===== config.mk =====
export PLATFORM = sky130hd
export DESIGN_NAME = demux_1to2_buf
export DESIGN_NICKNAME = d
export VERILOG_FILES = /design/src/rtl/demux_1to2_buf_pkg.sv /design/src/rtl/demux_1to2_buf_fifo.sv /design/src/rtl/demux_1to2_buf.sv
export SDC_FILE = /design/constraint.sdc
export NUM_CORES = 1
export LEC_CHECK = 0
export CAP_MARGIN = 25
export CORE_AREA = 2 2 90 92
export CTS_CLUSTER_DIAMETER = 100
export CTS_CLUSTER_SIZE = 10
export DETAILED_ROUTE_END_ITERATION = 8
export DIE_AREA = 0 0 92 94
export DONT_BUFFER_PORTS = 1
export GPL_ROUTABILITY_DRIVEN = 0
export PLACE_DENSITY = 0.55
export SYNTH_ARGS = -nofsm -noshare
export SYNTH_HDL_FRONTEND = slang
export SYNTH_HIERARCHICAL = 1
export SYNTH_SLANG_ARGS = --single-unit

===== constraint.sdc =====
create_clock -name clk -period 5.2 [get_ports clk]
set_input_delay 0.78 -clock clk [delete_from_list [all_inputs] [get_ports clk]]
set_output_delay 0.78 -clock clk [all_outputs]
set_load 0.01 [all_outputs]

===== src/rtl/demux_1to2_buf_pkg.sv =====
// Shared constants and types for the buffered 1-to-2 demultiplexer.
// CYCLE is the nominal clock period used by the bench.
package demux_1to2_buf_pkg;

  localparam int CYCLE          = 10;
  localparam int DEF_DATA_WIDTH = 8;
  localparam int DEF_FIFO_DEPTH = 2;
  localparam int STATS_WIDTH    = 16;

  // sel polarity matches mux_2to1: 0 steers to port 1, 1 steers to port 2
  typedef enum logic {
    PORT1 = 1'b0,
    PORT2 = 1'b1
  } port_e;

  function automatic logic [STATS_WIDTH-1:0] sat_inc(input logic [STATS_WIDTH-1:0] value);
    if (value == {STATS_WIDTH{1'b1}}) begin
      sat_inc = value;
    end else begin
      sat_inc = value + STATS_WIDTH'(1);
    end
  endfunction

endpackage


===== src/rtl/demux_1to2_buf_fifo.sv =====
// Synchronous FIFO used once per demux output; head is a registered copy of
// the oldest entry and holds its last value once the FIFO drains.
module demux_fifo #(
  parameter int DATA_WIDTH = 8,
  parameter int FIFO_DEPTH = 2
) (
  input  logic                  clk,
  input  logic                  rst,
  input  logic                  push,
  input  logic [DATA_WIDTH-1:0] din,
  input  logic                  pop,
  output logic                  full,
  output logic                  empty,
  output logic [DATA_WIDTH-1:0] head
);

  localparam int PTR_W = $clog2(FIFO_DEPTH);
  localparam int CNT_W = $clog2(FIFO_DEPTH + 1);

  logic [DATA_WIDTH-1:0] mem_r [FIFO_DEPTH];
  logic [PTR_W-1:0]      wr_ptr_r;
  logic [PTR_W-1:0]      rd_ptr_r;
  logic [PTR_W-1:0]      rd_next_s;
  logic [CNT_W-1:0]      count_r;
  logic [DATA_WIDTH-1:0] head_r;
  logic [DATA_WIDTH-1:0] head_next_s;
  logic                  do_push_s;
  logic                  do_pop_s;

  // Status flags, qualified push/pop and the next value of the head register.
  always_comb begin
    full        = (count_r == CNT_W'(FIFO_DEPTH));
    empty       = (count_r == {CNT_W{1'b0}});
    do_push_s   = push & ~full;
    do_pop_s    = pop & ~empty;
    rd_next_s   = rd_ptr_r + PTR_W'(1);
    head_next_s = head_r;
    if (do_pop_s) begin
      // With a single entry left the only possible successor is the beat arriving now
      if (count_r > CNT_W'(1)) begin
        head_next_s = mem_r[rd_next_s];
      end else if (do_push_s) begin
        head_next_s = din;
      end else begin
        head_next_s = head_r;
      end
    end else if (empty && do_push_s) begin
      head_next_s = din;
    end else begin
      head_next_s = head_r;
    end
  end

  // Storage, pointers, occupancy and head register.
  always_ff @(posedge clk) begin
    if (rst) begin
      for (int i = 0; i < FIFO_DEPTH; i++) begin
        mem_r[i] <= {DATA_WIDTH{1'b0}};
      end
      wr_ptr_r <= {PTR_W{1'b0}};
      rd_ptr_r <= {PTR_W{1'b0}};
      count_r  <= {CNT_W{1'b0}};
      head_r   <= {DATA_WIDTH{1'b0}};
    end else begin
      if (do_push_s) begin
        mem_r[wr_ptr_r] <= din;
        wr_ptr_r        <= wr_ptr_r + PTR_W'(1);
      end
      if (do_pop_s) begin
        rd_ptr_r <= rd_next_s;
      end
      case ({do_push_s, do_pop_s})
        2'b10:   count_r <= count_r + CNT_W'(1);
        2'b01:   count_r <= count_r - CNT_W'(1);
        default: count_r <= count_r;
      endcase
      head_r <= head_next_s;
    end
  end

  assign head = head_r;

endmodule


===== src/rtl/demux_1to2_buf.sv =====
// Buffered 1-to-2 demultiplexer: sel steers each accepted beat into one of two FIFOs.
// Optional DEMUX_STATS_EN adds pop counters per output and a saturating stall counter.
module demux_1to2_buf
  import demux_1to2_buf_pkg::*;
#(
  parameter int DATA_WIDTH = DEF_DATA_WIDTH,
  parameter int FIFO_DEPTH = DEF_FIFO_DEPTH
) (
  input  logic                   clk,
  input  logic                   rst,
  input  logic                   in_valid,
  output logic                   in_ready,
  input  logic                   sel,
  input  logic [DATA_WIDTH-1:0]  din,
  output logic                   out1_valid,
  input  logic                   out1_ready,
  output logic [DATA_WIDTH-1:0]  dout1,
  output logic                   out2_valid,
  input  logic                   out2_ready,
  output logic [DATA_WIDTH-1:0]  dout2
`ifdef DEMUX_STATS_EN
  ,
  output logic [STATS_WIDTH-1:0] beats1,
  output logic [STATS_WIDTH-1:0] beats2,
  output logic [STATS_WIDTH-1:0] stall_cnt
`endif
);

  logic full1_s;
  logic full2_s;
  logic empty1_s;
  logic empty2_s;
  logic push1_s;
  logic push2_s;
  logic pop1_s;
  logic pop2_s;

  // Steering: in_ready depends only on sel and the selected FIFO's fullness.
  always_comb begin
    in_ready = 1'b0;
    push1_s  = 1'b0;
    push2_s  = 1'b0;
    case (port_e'(sel))
      PORT1: begin
        in_ready = ~full1_s;
        push1_s  = in_valid & ~full1_s;
      end
      PORT2: begin
        in_ready = ~full2_s;
        push2_s  = in_valid & ~full2_s;
      end
      default: begin
        in_ready = 1'b0;
      end
    endcase
  end

  assign out1_valid = ~empty1_s;
  assign out2_valid = ~empty2_s;
  assign pop1_s     = out1_valid & out1_ready;
  assign pop2_s     = out2_valid & out2_ready;

  demux_fifo #(
    .DATA_WIDTH (DATA_WIDTH),
    .FIFO_DEPTH (FIFO_DEPTH)
  ) u_fifo1 (
    .clk   (clk),
    .rst   (rst),
    .push  (push1_s),
    .din   (din),
    .pop   (pop1_s),
    .full  (full1_s),
    .empty (empty1_s),
    .head  (dout1)
  );

  demux_fifo #(
    .DATA_WIDTH (DATA_WIDTH),
    .FIFO_DEPTH (FIFO_DEPTH)
  ) u_fifo2 (
    .clk   (clk),
    .rst   (rst),
    .push  (push2_s),
    .din   (din),
    .pop   (pop2_s),
    .full  (full2_s),
    .empty (empty2_s),
    .head  (dout2)
  );

`ifdef DEMUX_STATS_EN
  logic [STATS_WIDTH-1:0] beats1_r;
  logic [STATS_WIDTH-1:0] beats2_r;
  logic [STATS_WIDTH-1:0] stall_cnt_r;

  // Pop counters wrap; the stall counter sticks at all-ones.
  always_ff @(posedge clk) begin
    if (rst) begin
      beats1_r    <= {STATS_WIDTH{1'b0}};
      beats2_r    <= {STATS_WIDTH{1'b0}};
      stall_cnt_r <= {STATS_WIDTH{1'b0}};
    end else begin
      if (pop1_s) begin
        beats1_r <= beats1_r + STATS_WIDTH'(1);
      end
      if (pop2_s) begin
        beats2_r <= beats2_r + STATS_WIDTH'(1);
      end
      if (in_valid && !in_ready) begin
        stall_cnt_r <= sat_inc(stall_cnt_r);
      end
    end
  end

  assign beats1    = beats1_r;
  assign beats2    = beats2_r;
  assign stall_cnt = stall_cnt_r;
`endif

endmodule

==> results.txt <==
The run finished with clean final reports. The tools report the final setup violation count as 0. Summed over all nets, the half-perimeter wirelength after detailed placement is 3970 µm.

The arithmetic-cell share of the synthesized area counting full adders, half adders and majority gates works out to 4.22%. The number of hold-repair buffers added at the cts stage was 0; the routed wire length was 5670 µm. Number of global-route vias before repair: 1,857. Following the worst setup path forward leads to its endpoint at u_fifo1/head[1]$_SDFFE_PP0P_. The run gives 123 µV as the maximum resistive drop on vdd. Family with the most delay on the worst path: compound AO/OA/AOI/OAI gates. Global routing consumed, on the met3 layer, 3.37% of the routing resources. The count of buffering cells on the critical path with inverters included was 1. In this run the standard cell core region covers 7610 µm².

The total routing usage reported by global routing came out at 13.9%. Cell at the slowest stage of the critical path: sky130_fd_sc_hd__a221o_2. The capture instance of the worst register-to-register path was u_fifo1/head[1]$_SDFFE_PP0P_.

The smallest hold slack was 0.500 ns; the worst-path maximum fanout was 10. The signal on the critical path passes through inv_1 > ha_1 > nor3b_1 > nand2b_1 > ha_1 > a221o_2 > o211ai_1. Number of distinct library cell variants in the gate-level netlist after synthesis: 31. Summing every instance area after synthesis gives 2960 µm². Main combinational cell family by area after synthesis: simple AND/OR/NAND/NOR gates. The pre-antenna-repair detailed-routing pass consisted of 4 iterations.

The utilization of the core after routing came out at 40.6%. In the final routed layout, each cell accounts on average for 15.7 µm. Setup slack on the worst reg-to-reg path comes out at 2.78 ns.

The tools report the initial antenna violation count as 0. Across the run, the number of max-cap violations was 0. The number of pins exceeding their max-slew limit in the final report is 0.

The critical path crosses 7 cells after its start point. The tools report the clock latency on the worst-skew pair as 0.31 ns. Measured along the y axis, the die boundary spans 94 µm.

Counting every net in the synthesized netlist gives 287. The largest stage delay on the critical path is 0.48 ns. The synthesized-area fraction occupied by ao, oa, aoi and oai cells came out at 6.50%.

Final number of hold-violating endpoints: 0. Number of warning messages in the yosys log: 6. STA classifies the critical path endpoint as a flip-flop.

STA classifies the critical path startpoint as a flip-flop. Setup repair after global routing left no endpoint under its margin. The effective utilization at floorplan was 39.0%. The highest-utilization routing layer at the global route stage was met2. Between clock sinks in the finished design, the worst skew comes to 0.00823 ns. The total number of placement rows is 32, and the met1 usage in global routing is 18.1%. TritonCTS built the clock tree.

After filler insertion, the fill cell instance count of the layout stands at 742. The pin count of the biggest net entering global routing is 35, and the fraction of synthesized area in multiplexers is 11.8%. The net count of the finished layout is 282. The per-cell via count in the routed design is 5.15, and the number of vias in the routed layout is 1,859. The clock passes through at most 2 buffers.

The tools report the sequential cell area fraction in the yosys report as 48.6%. Clock-pin slew was measured on the worst setup and hold paths at 0.10 ns. The logs give 0 for the quantity of gates resized following cts and 0 for the post-CTS setup-driven buffer insertion count. Data arrives at the worst endpoint at 2.64 ns.

In the final layout, the share of cells above drive strength 1 is 13.1%. The tree is rooted in a sky130_fd_sc_hd__clkbuf_8. Clock tree synthesis inserted a total of 5 buffers. The gate count after technology mapping is 263, and the worst-margin pin slew is 0.870 ns.

The count of cells in the finished layout, fillers not included, comes to 361. The class of the tightest hold or removal check was reg2reg. The startpoint identified for the worst register-to-register timing path is u_fifo1/count_r[0]$_SDFFE_PP0P_. In this run the worst setup path begins at u_fifo1/count_r[0]$_SDFFE_PP0P_. The I/O pin count is 33, and the wire length of the first global-routing pass is 9240 µm. 0 antenna diodes ended up in the layout. The smallest clock period supported by the final layout is computed as 2.42 ns. Counting cells, the worst reg-to-reg path comes to 7.

The clock tree synthesis step divided the H-tree into 2 levels. By instance count, the cell type seen most on the critical path is sky130_fd_sc_hd__ha_1. The residual antenna-violating net count after detailed routing was 0. At the worst endpoint, the required time is 5.42 ns.

Summing the areas of all xor and xnor instances in the mapped netlist gives 1.77% of the synthesized area. Compared with the post-synthesis result, the final layout area differs by 4.31%. In this run, synthesis produced a sequential element count of 56. The type of the worst setup path was reg2reg. In this run the tightest slew margin relative to its limit is 41.6%. After layout, the worst path uses 46.5% of the clock period. In the layout the commonest cells are 32 x sky130_fd_sc_hd__nand3_1, 32 x sky130_fd_sc_hd__and2_1, 32 x sky130_fd_sc_hd__edfxtp_1. The average cell area after synthesis is 11.3 µm². In this run the static leakage power is 1.14 nW.

The tools report the clock sink count as 56. Global routing consumed, on the met2 layer, 23.3% of the routing resources. After detailed routing, the number of remaining DRC violations is 0. The worst hold path begins at u_fifo1/count_r[0]$_SDFFE_PP0P_. The die covers 8650 µm². Input and output buffers added on the ports amount to 0. After global routing the overflow that remains totals 0. The synthesized netlist devotes 22.8% of its cell area to simple gates. The run gives 69 as the iteration-0 DRC count of the detailed router.

Summed over all failing endpoints, the final setup total negative slack is 0 ns. Based on the critical path, the design can be clocked at up to 0.414 GHz. Measured along the x axis, the die boundary spans 92 µm. Counting tap cells, the placed design contains a total of 353 instances. Power density of the placed cells: 309 nW/µm².
## Yosys cell counts, drive strengths merged
master / number / area (µm²)
o211ai: 16 / 120
and2: 32 / 200
o21bai: 2 / 15.0
inv: 10 / 37.5
a221o: 2 / 22.5
clkbuf: 2 / 7.51
a21oi: 2 / 10.0
dfxtp: 24 / 480
or2: 2 / 12.5
nor2b: 4 / 25.0
edfxtp: 32 / 961
mux2: 16 / 180
and4bb: 2 / 25.0
buf: 10 / 80.1
a211oi: 2 / 15.0
and2b: 14 / 105
mux2i: 17 / 170
nand2: 2 / 7.51
nand3b: 2 / 22.5
nor3: 2 / 10.0
nand2b: 6 / 37.5
o21ai: 2 / 10.0
ha: 10 / 125
and3b: 1 / 8.76
nand3: 32 / 160
xor2: 6 / 52.6
nor3b: 3 / 32.5
nor2: 8 / 30.0
## area by class of cell
type | instances | area (µm²) | share of cell area, %
flip-flops and latches | 56 | 1440 | 46.6
multi-input cells | 185 | 1400 | 45.2
well taps | 102 | 128 | 4.13
clock inverters | 3 | 18.8 | 0.607
clock buffers | 5 | 68.8 | 2.23
inverters | 10 | 37.5 | 1.21
## where the power goes
group	internal (mW)	switching [mW]	total [mW]
logic	0.0736	0.0964	0.170
clock network	0.0944	0.140	0.234
registers	0.516	0.0352	0.551
total	0.684	0.272	0.955
## metrics by stage
step                      power [mW]  cell area, µm²  worst slack (ns)
after detailed placement       0.732            3000              2.74
after CTS                      0.972            3090              2.78
after global placement         0.730            3000              2.75
final                          0.955            3090              2.78
after floorplan                0.707            2960              2.94
after global routing            1.01            3090              2.51
## worst register-to-register path, cell delays in order (launching register included)
cell                       delay, ns
sky130_fd_sc_hd__dfxtp_1        0.39
sky130_fd_sc_hd__inv_1          0.08
sky130_fd_sc_hd__ha_1           0.23
sky130_fd_sc_hd__nor3b_1        0.32
sky130_fd_sc_hd__nand2b_1       0.25
sky130_fd_sc_hd__ha_1           0.40
sky130_fd_sc_hd__a221o_2        0.48
sky130_fd_sc_hd__o211ai_1       0.20
## state kept, by name (all words and copies together), names as in the netlist
signal,count
u_fifo1/count_r,2
u_fifo1/rd_ptr_r,1
u_fifo1/head,8
u_fifo2/head,8
u_fifo2/mem_r,16
u_fifo1/wr_ptr_r,1
u_fifo2/count_r,2
u_fifo2/rd_ptr_r,1
u_fifo1/mem_r,16
u_fifo2/wr_ptr_r,1
## cell families after synthesis
family                     count (synthesis)
AOI/OAI and AO/OA                         26
buffers and inverters                     22
and+or+nand+nor                          110
xor gates and xnor gates                   6
DFF                                       56
adders and majority gates                 10
muxes                                     33
## how the worst min path moves through the flow
| stage | end | slack, ns | depth (start not counted) |
|---|---|---|---|
| after floorplan | u_fifo1/count_r[0]$_SDFFE_PP0P_ | 0.47 | 2 |
| after global placement | u_fifo1/count_r[0]$_SDFFE_PP0P_ | 0.48 | 2 |
| after detailed placement | u_fifo2/count_r[0]$_SDFFE_PP0P_ | 0.48 | 2 |
| after CTS | u_fifo2/count_r[0]$_SDFFE_PP0P_ | 0.50 | 2 |
| after global routing | u_fifo1/count_r[0]$_SDFFE_PP0P_ | 0.51 | 1 |
| final | u_fifo1/count_r[0]$_SDFFE_PP0P_ | 0.50 | 2 |
## metal layers
layer / wire length, µm / vias to the layer above
met4: 34 / 0
met1: 2690 / 897
met5: 0 / -
li1: - / 926
met3: 249 / 2
met2: 2690 / 34
Note: power is estimated with default switching activity, not from simulation.
